==> config.mk <==
export PLATFORM = sky130hd
export DESIGN_NAME = mux_rr_arbiter_flat
export DESIGN_NICKNAME = d
export VERILOG_FILES = /design/src/rtl/mux_rr_arbiter_if.sv /design/src/rtl/mux_rr_arbiter.sv /design/src/flat_wrapper.sv
export SDC_FILE = /design/constraint.sdc
export NUM_CORES = 1
export LEC_CHECK = 0
export CORE_MARGIN = 4
export CORE_UTILIZATION = 25
export DETAILED_ROUTE_END_ITERATION = 12
export HOLD_SLACK_MARGIN = 0.06
export SLEW_MARGIN = 20
export SYNTH_ARGS = -nofsm -noshare
export SYNTH_HDL_FRONTEND = slang
export SYNTH_SLANG_ARGS = --single-unit
==> constraint.sdc <==
create_clock -name clk -period 1.9 [get_ports clk]
set_input_delay 0.38 -clock clk [delete_from_list [all_inputs] [get_ports clk]]
set_output_delay 0.38 -clock clk [all_outputs]
set_load 0.01 [all_outputs]
==> src/rtl/mux_rr_arbiter_if.sv <==
// Request/data bundle between four requesters and the shared mux arbiter.
interface mux_rr_arbiter_if #(
  parameter int unsigned DATA_W = 2
);
  logic [3:0]        req;
  logic [DATA_W-1:0] in0;
  logic [DATA_W-1:0] in1;
  logic [DATA_W-1:0] in2;
  logic [DATA_W-1:0] in3;
  logic [3:0]        grant;
  logic [1:0]        select;
  logic [DATA_W-1:0] out;
  logic              out_valid;

  // Requester side: drives requests and data, observes grant and mux result.
  modport master (
    output req, in0, in1, in2, in3,
    input  grant, select, out, out_valid
  );

  // Arbiter side.
  modport slave (
    input  req, in0, in1, in2, in3,
    output grant, select, out, out_valid
  );
endinterface

==> src/rtl/mux_rr_arbiter.sv <==
// Round-robin arbiter driving a shared 4:1 data mux, with a per-grant hold
// limit and a registered mux output plus valid flag.
module mux_rr_arbiter #(
  parameter int unsigned DATA_W   = 2,
  parameter int unsigned MAX_HOLD = 8
) (
  input logic              clk,
  input logic              rst_n,
  mux_rr_arbiter_if.slave  bus
);

  localparam int unsigned CNT_W = (MAX_HOLD <= 2) ? 1 : $clog2(MAX_HOLD);
  localparam logic [CNT_W-1:0] CNT_MAX = CNT_W'(MAX_HOLD - 1);

  typedef enum logic {
    IDLE,
    BUSY
  } state_t;

  state_t            state, state_n;
  logic [3:0]        grant_q, grant_n;
  logic [1:0]        select_q, select_n;
  logic [1:0]        last_q, last_n;
  logic [CNT_W-1:0]  cnt_q, cnt_n;
  logic [DATA_W-1:0] out_q;
  logic              out_valid_q;

  logic [1:0]        win;
  logic              any_req;
  logic              release_now;
  logic [DATA_W-1:0] mux_data;

  // First set request bit scanning upward from the index after the last winner.
  function automatic logic [1:0] pick(input logic [3:0] r, input logic [1:0] l);
    logic [1:0] idx;
    logic       found;
    pick  = l;
    found = 1'b0;
    for (int unsigned k = 1; k <= 4; k++) begin
      idx = l + 2'(k);
      if (!found && r[idx]) begin
        pick  = idx;
        found = 1'b1;
      end
    end
  endfunction

  // Winner search and release condition for the current cycle.
  always_comb begin
    win         = pick(bus.req, last_q);
    any_req     = |bus.req;
    release_now = !bus.req[select_q] || (cnt_q == CNT_MAX);
  end

  // Mux selection of the granted requester's data.
  always_comb begin
    mux_data = '0;
    unique case (select_q)
      2'd0: mux_data = bus.in0;
      2'd1: mux_data = bus.in1;
      2'd2: mux_data = bus.in2;
      2'd3: mux_data = bus.in3;
      default: mux_data = '0;
    endcase
  end

  // Next-state logic: grant on request, hold until release, hand off back-to-back.
  always_comb begin
    state_n  = state;
    grant_n  = grant_q;
    select_n = select_q;
    last_n   = last_q;
    cnt_n    = cnt_q;
    unique case (state)
      IDLE: begin
        if (any_req) begin
          state_n  = BUSY;
          grant_n  = 4'b0001 << win;
          select_n = win;
          last_n   = win;
          cnt_n    = '0;
        end
      end
      BUSY: begin
        if (!release_now) begin
          cnt_n = cnt_q + 1'b1;
        end else if (any_req) begin
          grant_n  = 4'b0001 << win;
          select_n = win;
          last_n   = win;
          cnt_n    = '0;
        end else begin
          state_n = IDLE;
          grant_n = '0;
          cnt_n   = '0;
        end
      end
      default: begin
        state_n = IDLE;
        grant_n = '0;
        cnt_n   = '0;
      end
    endcase
  end

  // State, arbitration and data registers; last resets to 3 so requester 0 leads.
  always_ff @(posedge clk) begin
    if (!rst_n) begin
      state       <= IDLE;
      grant_q     <= '0;
      select_q    <= '0;
      last_q      <= 2'd3;
      cnt_q       <= '0;
      out_q       <= '0;
      out_valid_q <= 1'b0;
    end else begin
      state       <= state_n;
      grant_q     <= grant_n;
      select_q    <= select_n;
      last_q      <= last_n;
      cnt_q       <= cnt_n;
      out_valid_q <= (state == BUSY);
      if (state == BUSY) begin
        out_q <= mux_data;
      end
    end
  end

  assign bus.grant     = grant_q;
  assign bus.select    = select_q;
  assign bus.out       = out_q;
  assign bus.out_valid = out_valid_q;

endmodule
==> src/flat_wrapper.sv <==
// flat-port wrapper written by rule: the top's interface ports become plain ports
module mux_rr_arbiter_flat 
#(
  parameter int unsigned DATA_W   = 2,
  parameter int unsigned MAX_HOLD = 8
)
  (clk, rst_n, bus_req, bus_in0, bus_in1, bus_in2, bus_in3, bus_grant, bus_select, bus_out, bus_out_valid);
  mux_rr_arbiter_if #(.DATA_W(DATA_W)) bus_i ();
  input logic clk;
  input logic rst_n;
  input wire logic [$bits(bus_i.req)-1:0] bus_req;
  input wire logic [$bits(bus_i.in0)-1:0] bus_in0;
  input wire logic [$bits(bus_i.in1)-1:0] bus_in1;
  input wire logic [$bits(bus_i.in2)-1:0] bus_in2;
  input wire logic [$bits(bus_i.in3)-1:0] bus_in3;
  output wire logic [$bits(bus_i.grant)-1:0] bus_grant;
  output wire logic [$bits(bus_i.select)-1:0] bus_select;
  output wire logic [$bits(bus_i.out)-1:0] bus_out;
  output wire logic [$bits(bus_i.out_valid)-1:0] bus_out_valid;
  assign bus_i.req = bus_req;
  assign bus_i.in0 = bus_in0;
  assign bus_i.in1 = bus_in1;
  assign bus_i.in2 = bus_in2;
  assign bus_i.in3 = bus_in3;
  assign bus_grant = bus_i.grant;
  assign bus_select = bus_i.select;
  assign bus_out = bus_i.out;
  assign bus_out_valid = bus_i.out_valid;
  mux_rr_arbiter #(.DATA_W(DATA_W), .MAX_HOLD(MAX_HOLD)) u_core (.clk(clk), .rst_n(rst_n), .bus(bus_i));
endmodule
### Yosys cells after proc, flatten, opt, wreduce, memory -nomap -nowiden

Index checks and enable logic that the tools add are counted.

| word-level totals | value |
|---|---|
| output and inout port bits | 9 |
| input port bits | 14 |
| register bits | 15 |

| operators by class | value |
|---|---|
| shift-type cells | 1 |
| bitwise gates (word level) | 1 |
| eq/ne operators | 6 |
| magnitude comparators | 5 |
| reductions and logical operators | 11 |
| add/sub/neg operators | 4 |
| multiplexer cells | 34 |

Operators with widths:

| cell | number |
|---|---|
| $mux 2 | 8 |
| $lt 2x3->1 const B | 5 |
| $mux 4 | 3 |
| $bmux 1 s2 | 5 |
| $mux 1 | 10 |
| $pmux 2 s2 | 2 |
| $pmux 2 s4 | 1 |
| $pmux 4 s2 | 1 |
| $mux 3 | 2 |
| $pmux 3 s2 | 1 |
| $add 2x2->2 const B | 2 |
| $eq 2x2->1 const B | 2 |
| $logic_not 1->1 | 4 |
| $reduce_or 4->1 | 1 |
| $shl 1x2->4 const A | 1 |
| $add 3x1->3 const B | 1 |
| $eq 3x3->1 const B | 1 |
| $logic_and 1x1->1 | 3 |
| $add 2x1->2 const B | 1 |
| $eq 2x1->1 const B | 1 |
| $logic_not 2->1 | 1 |
| $ne 2x1->1 const B | 1 |
| $ne 2x2->1 const B | 1 |
| $pmux 1 s2 | 1 |
| 3 further kinds | 3 |

### Logic depth before layout (Yosys ltp)

| depth | value |
|---|---|
| depth in word-level cells | 17 |
| depth in mapped cells | 6 |

### Worst setup path after synthesis

Ideal clock, no wire load.

| path | value |
|---|---|
| path type | flip-flop to flip-flop |
| start | register u_core.cnt_q[0] |
| end | register u_core.last_q[1] |
| buffers on the path | 0 |
| arrival time | 1.545 ns |
| path slack | 0.232 ns |
| cell stages (with the launch flop) | 7 |
| clock period less this slack | 1.668 ns |
| setup time | 0.123 ns |
| data required time | 1.777 ns |
| cells stage by stage | dfxtp_1 ha_1 ha_1 or3b_4 o221ai_2 o21bai_1 nand3_1 |

| between the ends | value |
|---|---|
| word-level cells in the longest chain between the ends | 3 |

Ends and longest elaborated chain:

| element | RTL line | text |
|---|---|---|
| from (decl) | mux_rr_arbiter.sv:24 | `logic [CNT_W-1:0] cnt_q, cnt_n;` |
| from (signal assigned) | mux_rr_arbiter.sv:121 | `cnt_q <= cnt_n;` |
| $eq 3x3->1 | mux_rr_arbiter.sv:52 | `release_now = !bus.req[select_q] \|\| (cnt_q == CNT_MAX);` |
| $logic_or 1x1->1 | mux_rr_arbiter.sv:52 |  |
| $ne 2x2->1 (no line) | -- |  |
| to (signal assigned) | mux_rr_arbiter.sv:120 | `last_q <= last_n;` |
| to (decl) | mux_rr_arbiter.sv:23 | `logic [1:0] last_q, last_n;` |

Every way passes these cells.
A chain may end at the register's enable or synchronous reset.

### Worst setup path in the final report

| path | value |
|---|---|
| start | register u_core.cnt_q[0] |
| end | register u_core.select_q[1] (netlist: u_core.bus.select[1]) |

| between the ends | value |
|---|---|
| word-level cells in the longest chain between the ends | 3 |

Ends and longest elaborated chain:

| element | RTL line | text |
|---|---|---|
| $eq 3x3->1 | mux_rr_arbiter.sv:52 |  |
| $logic_or 1x1->1 | mux_rr_arbiter.sv:52 |  |
| $ne 2x2->1 (no line) | -- |  |
| to (signal assigned) | mux_rr_arbiter.sv:119 | `select_q <= select_n;` |
| to (decl) | mux_rr_arbiter.sv:22 | `logic [1:0] select_q, select_n;` |

Every way passes these cells.

==> flow_metrics.tcl <==
set metrics [dict create \
    ff2ff_setup_slack_ps 60 \
    relSlewSlack_pct 71.8 \
    area_delta_synth_final_pct 57.6 \
    whs_endpoint "u_core.bus.grant[3]" \
    grt_antenna_before_repair 0 \
    finalWorstSetupSlack_ps 63.3 \
    async_flop_share_pct 0 \
    synth-seq-cells 15 \
    yosys_warnings 0 \
    place_ws_ps -162 \
    fin_crit_ps 1840 \
    yosysSeqAreaShare_pct 39.0 \
    min_delay_path_depth 1 \
    crit_arrival_ps 2060 \
    r2r_cells 8 \
    start_util_pct 27.0 \
    hold_violations 0 \
    setup-tns-final_ps 0 \
    worst_path_most_repeated_cell "buf_4" \
    p_total_uw 920 \
    core_region_area_mm2 0.00285 \
    antenna_left 0 \
    first_pass_iters 4 \
    io_pins 23 \
    via_per_inst 4.83 \
    path_buf_inv 2 \
    crit_chain "ha_1 > ha_2 > or3b_4 > o221ai_4 > buf_4 > buf_4 > nand2_1 > a21oi_1" \
    layout-drive-gt1-share_pct 32.2 \
    mostFrequentLayoutCells "clkdlybuf4s50_1 (22), buf_4 (19), dfxtp_1 (14), nor2_1 (7)" \
    synth_cells 74 \
    wirelength_um 1940 \
    crit_type "reg -> reg" \
    cts_buffers 3 \
    htree_levels 1 \
    drv_cap 0 \
    tightest_slew_ps 422 \
    reg2reg_to "u_core.bus.select[1]" \
    cts_tree "yes" \
    start_kind "flip-flop" \
    die_w_um 63.5 \
    postSynthAreaPerCell_um2 10.4 \
    hold_path.class "reg -> reg" \
    numClockSinks 15 \
    rows 19 \
    skew_ps 12.2 \
    synth_fp_nets 90 \
    clock_latency_ps 280 \
    clk_path_buf_depth 2 \
    diodes 0 \
    crit_required_ps 2130 \
    cts_hold_buf 0 \
    slowest_stage "or3b_4" \
    p_leak_uw 0.000502 \
    port_buffers 22 \
    synth_flop_cell "dfxtp_1" \
    slew_viol_final 0 \
    rsz0062_at_grt "yes" \
    drtIter0Drc 20 \
    grt_pass1_wl_um 3190 \
    synth_edf_count 0 \
    die_y_um 63.5 \
    end_kind "flip-flop" \
    crit_path_max_fanout 4 \
    cts-root-buf "clkbuf_4" \
    gr-usage-all-layers_pct 9.82 \
    synthesis.area_um2 771 \
    drc 0 \
    critical_path.top_delay_family "simple AND/OR/NAND/NOR gates" \
    vdd_ir_drop_max_v 0.000511 \
    post-route-util_pct 42.6 \
    yosysUniqueCellTypes 34 \
    fp.dieArea_mm2 0.00404 \
    fin_nets 135 \
    cts.clk_slew.worst_paths_ps 100 \
    clock.fmax_mhz 544 \
    drt-wirelength-per-cell_um 13.0 \
    min_from "u_core.bus.grant[3]" \
    max_stage_delay_ps 430 \
    dpl.hpwl_um 1550 \
    powerDensity_mw_per_mm2 757 \
    layout_commonest_cell "clkdlybuf4s50_1" \
    grt_max_degree 10 \
    r2r-start "u_core.cnt_q[0]" \
    outcome "finished clean" \
    grt_pass1_vias 725 \
    grt-ovfl-total 0 \
    place.gp.congestion 0.761 \
    vias 719 \
    period_share_pct 96.7 \
    setup_viol 0 \
]
## per-layer routing
metal  vias to the layer above  share of wire (%)  GRT usage (%)
li1                        365                  -              -
met1                       334                 43           11.0
met2                        18                 47           16.8
met3                         2                9.2           4.97
met4                         0               0.72           1.62
met5                         -                  0              0
## how the worst max path moves through the flow
stage	from	to	slack [ps]	cells after the start
6_report	u_core.cnt_q[0]	u_core.bus.select[1]	60	8
5_1_grt	u_core.cnt_q[0]	u_core.last_q[0]	-20	7
4_1_cts	u_core.cnt_q[0]	u_core.last_q[0]	40	7
3_5_place_dp	bus_req[0]	u_core.bus.grant[1]	-160	5
3_3_place_gp	bus_req[0]	u_core.bus.grant[3]	-140	5
2_1_floorplan	u_core.cnt_q[0]	u_core.last_q[1]	230	6
## flip-flops by register name (all words and copies together) (netlist names)
name	flops
u_core.bus.out_valid	1
u_core.bus.select	2
u_core.last_q	2
u_core.state	1
u_core.cnt_q	3
u_core.bus.grant	4
u_core.bus.out	2
## cell usage after synthesis, drive strengths merged (3+ instances only)
cell type  instances  area share, %
inv                3            1.5
a32o               4            5.2
nand2b             4            3.2
a21oi              4            2.6
dfxtp             15             39
mux2i              4            5.2
nor2               7            3.4
o21ai              3            1.9
## worst register-to-register path: stages (launching register included)
cell,delay (ps)
dfxtp_2,330
ha_1,190
ha_2,190
or3b_4,430
o221ai_4,230
buf_4,150
buf_4,100
nand2_1,40
a21oi_1,120
## power breakdown
group,switching [µW],total (µW),internal [µW]
clock,103,181,78.0
sequential,25.6,378,352
combinational,147,361,215
## through the flow
step / instance area (µm²) / instances / hold slack [ps]
6_report: 1210 / 149 / 480
4_1_cts: 1180 / 146 / 491
3_5_place_dp: 1140 / 142 / 467
2_1_floorplan: 771 / 74 / 452
5_1_grt: 1210 / 149 / 507
3_3_place_gp: 1140 / 142 / 466
## logic make-up after synthesis
group	synth area share, %
AO/OA/AOI/OAI	20.5
adder cells (fa/ha/maj)	3.25
buffers and inverters	3.90
flip-flops	39.0
multiplexers	11.0
AND/OR/NAND/NOR	22.4
## what timing repair did
item,in CTS,in global routing
endpoints found under the setup margin,1,2
buffers inserted,0,3
endpoints found under the hold margin,0,0
gates resized for setup,1,5
pin swaps,0,2
## layout make-up
type / instances / area (µm²)
Timing Repair Buffer: 42 / 374
Tap cell: 31 / 38.8
Inverter: 3 / 11.3
Sequential cell: 15 / 302
Clock buffer: 3 / 22.5
Clock inverter: 1 / 5.00
Fill cell: 284 / 1640
Multi-Input combinational cell: 54 / 462
No activity file was read; power rests on OpenSTA's default activity.
